--- config.mk ---
export PLATFORM = sky130hd
export DESIGN_NAME = multiply_seq
export DESIGN_NICKNAME = d
export VERILOG_FILES = /design/src/rtl/mult_pkg.sv /design/src/rtl/multiply_seq_step.sv /design/src/rtl/multiply_seq.sv
export SDC_FILE = /design/constraint.sdc
export NUM_CORES = 1
export LEC_CHECK = 0
export ABC_AREA = 1
export BUFFER_PORTS_ARGS = -buffer_cell sky130_fd_sc_hd__buf_2
export CELL_PAD_IN_SITES_DETAIL_PLACEMENT = 1
export CELL_PAD_IN_SITES_GLOBAL_PLACEMENT = 1
export CORE_MARGIN = 2
export CORE_UTILIZATION = 47
export CTS_CLUSTER_DIAMETER = 120
export DETAILED_ROUTE_END_ITERATION = 7
export PLACE_DENSITY = 0.95
export SLEW_MARGIN = 5
export SYNTH_ARGS = -nofsm -noshare
export SYNTH_HDL_FRONTEND = slang
export SYNTH_SLANG_ARGS = --single-unit
--- constraint.sdc ---
create_clock -name clk -period 21.4 [get_ports clk]
set_input_delay 6.42 -clock clk [delete_from_list [all_inputs] [get_ports clk]]
set_output_delay 6.42 -clock clk [all_outputs]
set_load 0.05 [all_outputs]
--- src/rtl/mult_pkg.sv ---
// rtl/mult_pkg.sv - shared FSM state type and configuration helpers for multiply_seq
package mult_pkg;

    typedef enum logic [1:0] {
        IDLE = 2'd0,
        RUN  = 2'd1,
        DONE = 2'd2
    } mult_state_t;

    // Bit b set means b bits retired per cycle is a supported step size.
    localparam logic [4:0] MULT_BPC_LEGAL = 5'b10110;

    function automatic int mult_cnt_w(int width, int bpc);
        return $clog2(width / bpc + 1);
    endfunction

    function automatic bit mult_cfg_ok(int width, int bpc);
        if (bpc < 1 || bpc > 4) return 1'b0;
        return MULT_BPC_LEGAL[bpc[2:0]] && (width >= 4) && (width % 2 == 0) && (width % bpc == 0);
    endfunction

endpackage

--- src/rtl/multiply_seq_step.sv ---
// rtl/multiply_seq_step.sv - one BPC-bit partial product added into the 2W accumulator
module multiply_seq_step #(
    parameter int WIDTH = 32,
    parameter int BPC   = 1
) (
    input  logic [2*WIDTH-1:0] mcand_i,
    input  logic [BPC-1:0]     mr_bits_i,
    input  logic [2*WIDTH-1:0] acc_i,
    output logic [2*WIDTH-1:0] acc_o
);

    logic [2*WIDTH-1:0] pp;

    always_comb begin
        pp = '0;
        for (int b = 0; b < BPC; b++) begin
            if (mr_bits_i[b]) pp = pp + (mcand_i << b);
        end
        acc_o = acc_i + pp;
    end

endmodule

--- src/rtl/multiply_seq.sv ---
// rtl/multiply_seq.sv - multi-cycle magnitude multiplier with sign fix; MULT_EARLY_EXIT_EN ends RUN once the multiplier is exhausted
module multiply_seq
    import mult_pkg::*;
#(
    parameter int WIDTH = 32,
    parameter int BPC   = 1
) (
    input  logic               clk,
    input  logic               rst,
    input  logic               mult_begin,
    input  logic               mult_signed,
    input  logic [WIDTH-1:0]   mult_op1,
    input  logic [WIDTH-1:0]   mult_op2,
    output logic [2*WIDTH-1:0] product,
    output logic               mult_end,
    output logic               mult_busy
);

    localparam int N  = WIDTH / BPC;
    localparam int CW = mult_cnt_w(WIDTH, BPC);
    localparam int W2 = 2 * WIDTH;

    generate
        if (!mult_cfg_ok(WIDTH, BPC)) begin : g_bad_cfg
            $error("multiply_seq: unsupported WIDTH/BPC combination");
        end
    endgenerate

    mult_state_t     state_q, state_d;
    logic [W2-1:0]   mcand_q, mcand_d;
    logic [WIDTH-1:0] mr_q, mr_d;
    logic [W2-1:0]   acc_q, acc_d;
    logic [CW-1:0]   cnt_q, cnt_d;
    logic            neg_q, neg_d;
    logic [W2-1:0]   product_q, product_d;

    logic [WIDTH-1:0] op1_mag, op2_mag, mr_shift;
    logic [W2-1:0]    acc_step;
    logic             last_step;

    assign op1_mag  = (mult_signed && mult_op1[WIDTH-1]) ? -mult_op1 : mult_op1;
    assign op2_mag  = (mult_signed && mult_op2[WIDTH-1]) ? -mult_op2 : mult_op2;
    assign mr_shift = mr_q >> BPC;

`ifdef MULT_EARLY_EXIT_EN
    assign last_step = (cnt_q == CW'(1)) || (mr_shift == '0);
`else
    assign last_step = (cnt_q == CW'(1));
`endif

    multiply_seq_step #(
        .WIDTH (WIDTH),
        .BPC   (BPC)
    ) u_step (
        .mcand_i   (mcand_q),
        .mr_bits_i (mr_q[BPC-1:0]),
        .acc_i     (acc_q),
        .acc_o     (acc_step)
    );

    always_comb begin
        state_d   = state_q;
        mcand_d   = mcand_q;
        mr_d      = mr_q;
        acc_d     = acc_q;
        cnt_d     = cnt_q;
        neg_d     = neg_q;
        product_d = product_q;
        unique case (state_q)
            IDLE: begin
                if (mult_begin) begin
                    state_d = RUN;
                    mcand_d = {{WIDTH{1'b0}}, op1_mag};
                    mr_d    = op2_mag;
                    acc_d   = '0;
                    cnt_d   = CW'(N);
                    neg_d   = mult_signed & (mult_op1[WIDTH-1] ^ mult_op2[WIDTH-1]);
                end
            end
            RUN: begin
                acc_d   = acc_step;
                mcand_d = mcand_q << BPC;
                mr_d    = mr_shift;
                cnt_d   = cnt_q - CW'(1);
                // Result lands with the DONE transition so it is valid alongside mult_end.
                if (last_step) begin
                    state_d   = DONE;
                    product_d = neg_q ? -acc_step : acc_step;
                end
            end
            DONE:    state_d = IDLE;
            default: state_d = IDLE;
        endcase
    end

    always_ff @(posedge clk or posedge rst) begin
        if (rst) begin
            state_q   <= IDLE;
            mcand_q   <= '0;
            mr_q      <= '0;
            acc_q     <= '0;
            cnt_q     <= '0;
            neg_q     <= 1'b0;
            product_q <= '0;
        end else begin
            state_q   <= state_d;
            mcand_q   <= mcand_d;
            mr_q      <= mr_d;
            acc_q     <= acc_d;
            cnt_q     <= cnt_d;
            neg_q     <= neg_d;
            product_q <= product_d;
        end
    end

    assign product   = product_q;
    assign mult_end  = (state_q == DONE);
    assign mult_busy = (state_q != IDLE);

endmodule

==> impl_results.md <==
- Status: finished clean
- Core Area: 39,820 um^2
- I/O Buffers: 133
- Async set-reset flop share out of synthesis: 100.0%
- Crit Reg-Reg Endpoint: product[60]$_DFFE_PP0P_
- 1st-pass router iterations: 6
- Worst Hold Path Cells: 2
- Total power: around 0.0035 W
- Core Rows: 73
- Setup TNS: 0 ps
- HPWL after detailed placement: 64,280 um
- #FFs+latches synth: between 200 and 250
- CTS tree: done
- Achievable Freq: 101.4 MHz
- DP Cell Count: between 3,000 and 4,000
- Wire length per cell: 24.11 um
- Combinational family with the most area after synthesis: simple AND/OR/NAND/NOR gates
- Clock skew: between 30 and 40 ps
- Sequential share of the synthesized area: between 30 and 40%
- Die height: 205.1 um
- DIE AREA: 42,050 um^2
- Maximum clock path buffer count: 3
- Share of layout cells above drive strength 1: 9.387%
- Hold Path Class: flop to flop
- Final WL: about 90,000 um
- Most frequent cells in the layout: nand2_1, inv_1, nor2_1
- Mux share of post-synthesis cell area: 0.05268%
- Vias per std cell: 6.077
- Post-synth EDFFs: 0
- Simple-gate share of the synthesized area: 37.46%
- IO Count: ~130
- Via count: 22,620
- Hold Crit Start: product[61]$_DFFE_PP0P_
- Post-synthesis adder-cell area fraction: under 10%
- Synth Net Count: approximately 3,200
- GP Congestion: between 1 and 1.5
- CTS Buf Count: 26
- Cell area after layout: 21,150 um^2
- Reg2Reg Depth: 26
- Final setup fails: 0
- PD cells: between 150 and 200 nW/um^2
- Vias in the first global route: 22,970
- Total placed instance area: 20,130 um^2
- Least-Margin Pin Slew: ~1100 ps
- Clk root buf: clkbuf_16
- Die Wd: 205.1 um
- Clock Sinks: 233
- Number of H-tree levels: 1
- Commonest non-fill, non-tap cell in the layout: nand2_1
- Largest net degree at the start of global routing: 103
- DRC viols: 0
- Mapped Avg Cell Area: 6.163 um^2
- Fin util: 53.10%
- Fillcell total: 5,485
- GRT overflow: 0
- Clock slew seen by the registers of the worst setup and hold paths: roughly 70 ps
- Crit Reg-Reg Startpoint: mr_q[0]$_DFFE_PP0P_
- Clock Latency Late Sink: 590 ps
- R2R setup slack: 16,520 ps
- Post-CTS Repair Setup Buffers: 0
- Mapped Cells: between 3,000 and 4,000
- Top_reg_cell synth: dfrtp_1
- XOR/XNOR share of the synthesized area: 3.128%
- Post-synthesis compound-gate area fraction: 12.01%
- CP arrival: approximately 10,000 ps
- DRT antenna net count: 0
- Synth warn: 0
- Fin crit share: a little under half
- CP max-delay cell: clkinv_1
- P_leak: 11.79 nW
- Post-route insts no fill: approximately 3,700
- Antenna violations before repair: 1
- Net count, final: 3,313
- Worst Setup End Kind: flop
- Pins over their slew limit: 0
- 1st-iter DRT viols: 2,472
- Worst Path Max Fanout: 58
- CP Launch Type: primary input
- Hold buffer count at cts: 0
- Fin crit period: approximately 9900 ps
- Peak VDD IR: 91.40 uV
- Area Growth Syn to Fin: 11.30%
- Critical-path cell list: buf_2 > nand2_1 > buf_4 > inv_1 > nor2_4 > clkinv_1 > nand3_1 > a21oi_1 > o21ai_0
- Setup CP Type: primary input to flop
- Effective utilization at floorplan: 47.71%
- Synth cell types: 47
- Synth Cell Area: 19,000 um^2
- Post_cts resized: 0
- CP peak stage delay: 1200 ps
- Hold path endpoint: product[61]$_DFFE_PP0P_
- First-pass GRT wire length: 135,400 um
- GRT Total Usage: a little over two fifths
- Final Hold Fails: 0
- Unrepaired setup endpoints after global routing: false
- Max-slew headroom: a little under a quarter
- CP required: 21,900 ps
- Max Cap Viol: 0
-- per-stage QoR --
stage	setup slack (ps)	hold slack (ps)
2_1_floorplan	8590	453.4
3_3_place_gp	11500	458.5
3_5_place_dp	11340	468.8
4_1_cts	11740	486.6
5_1_grt	11360	504.4
6_report	11540	485.7
-- synthesized netlist by cell type, drive strengths merged (3+ instances only) --
master	instances	area, um^2
nand2	1143	4358
inv	527	1978
nor2	265	1110
dfrtp	233	5831
o21ai	203	1020
nand3	190	1021
a21oi	83	415.4
ha	68	850.8
clkbuf	61	229.0
a22oi	58	435.4
xor2	52	455.4
nand4	36	225.2
o22ai	34	212.7
nor3	29	160.2
buf	17	76.32
xnor2	15	138.9
nand3b	14	105.1
a31oi	12	75.07
nor4	9	56.30
or2	5	31.29
o21bai	4	30.03
o31ai	4	30.03
and2	3	18.77
clkinv	3	11.26
o211ai	3	22.52
-- registers in the layout, summed over array words and instances, names as in the netlist --
name     count
mr_q        32
neg_q        1
acc_q       64
mcand_q     64
state_q      2
cnt_q        6
product     64
-- worst max path at each step --
stage / from / endpoint / slack [ps] / cells past startpoint
after floorplan: rst / acc_q[0]$_DFFE_PP0P_ / 8590 / 1
after global placement: mult_begin / cnt_q[5]$_DFFE_PP0P_ / 11500 / 9
after detailed placement: mult_begin / mcand_q[35]$_DFFE_PP0P_ / 11340 / 7
after CTS: mult_begin / cnt_q[5]$_DFFE_PP0P_ / 11740 / 9
after global routing: mult_begin / mcand_q[36]$_DFFE_PP0P_ / 11360 / 7
final: mult_begin / cnt_q[5]$_DFFE_PP0P_ / 11540 / 9
-- logic make-up after synthesis --
kind of cell,Yosys count
mux,1
simple gates,1699
xor+xnor,67
buf+inv,608
compound gates,406
flops,233
fa+ha+maj,69
-- metal layers --
layer  wire (um)  vias to the layer above  GRT usage [%]
met5          13                        -              0
met4        3994                        2          16.52
met3        8940                      301          9.322
met2       40570                     1390          69.15
met1       36200                    11070          54.84
li1            -                     9852              -
-- power breakdown --
part / internal [W] / leakage, nW / switching (W)
clock: 0.000338 / 0.491 / 0.000219
sequential: 0.000626 / 2.96 / 0.000165
combinational: 0.000546 / 8.34 / 0.00165
-- critical path, delay by kind of cell --
family	cells	cell delay (ps)
buffers and inverters	4	2230
and+or+nand+nor	3	1460
AOI/OAI and AO/OA	2	210
-- final cells by class --
cell class / count / area, um^2 / share of cell area, %
repair buffers: 143 / 740.7 / 3.503
well taps: 525 / 656.9 / 3.106
clock buffers: 32 / 724.4 / 3.426
diodes: 1 / 2.502 / 0.01183
flip-flops and latches: 233 / 5833 / 27.58
multi-input cells: 2242 / 10900 / 51.53
clock inverters: 16 / 295.3 / 1.396
inverters: 530 / 1997 / 9.443
(Power assumes the default switching activity.)
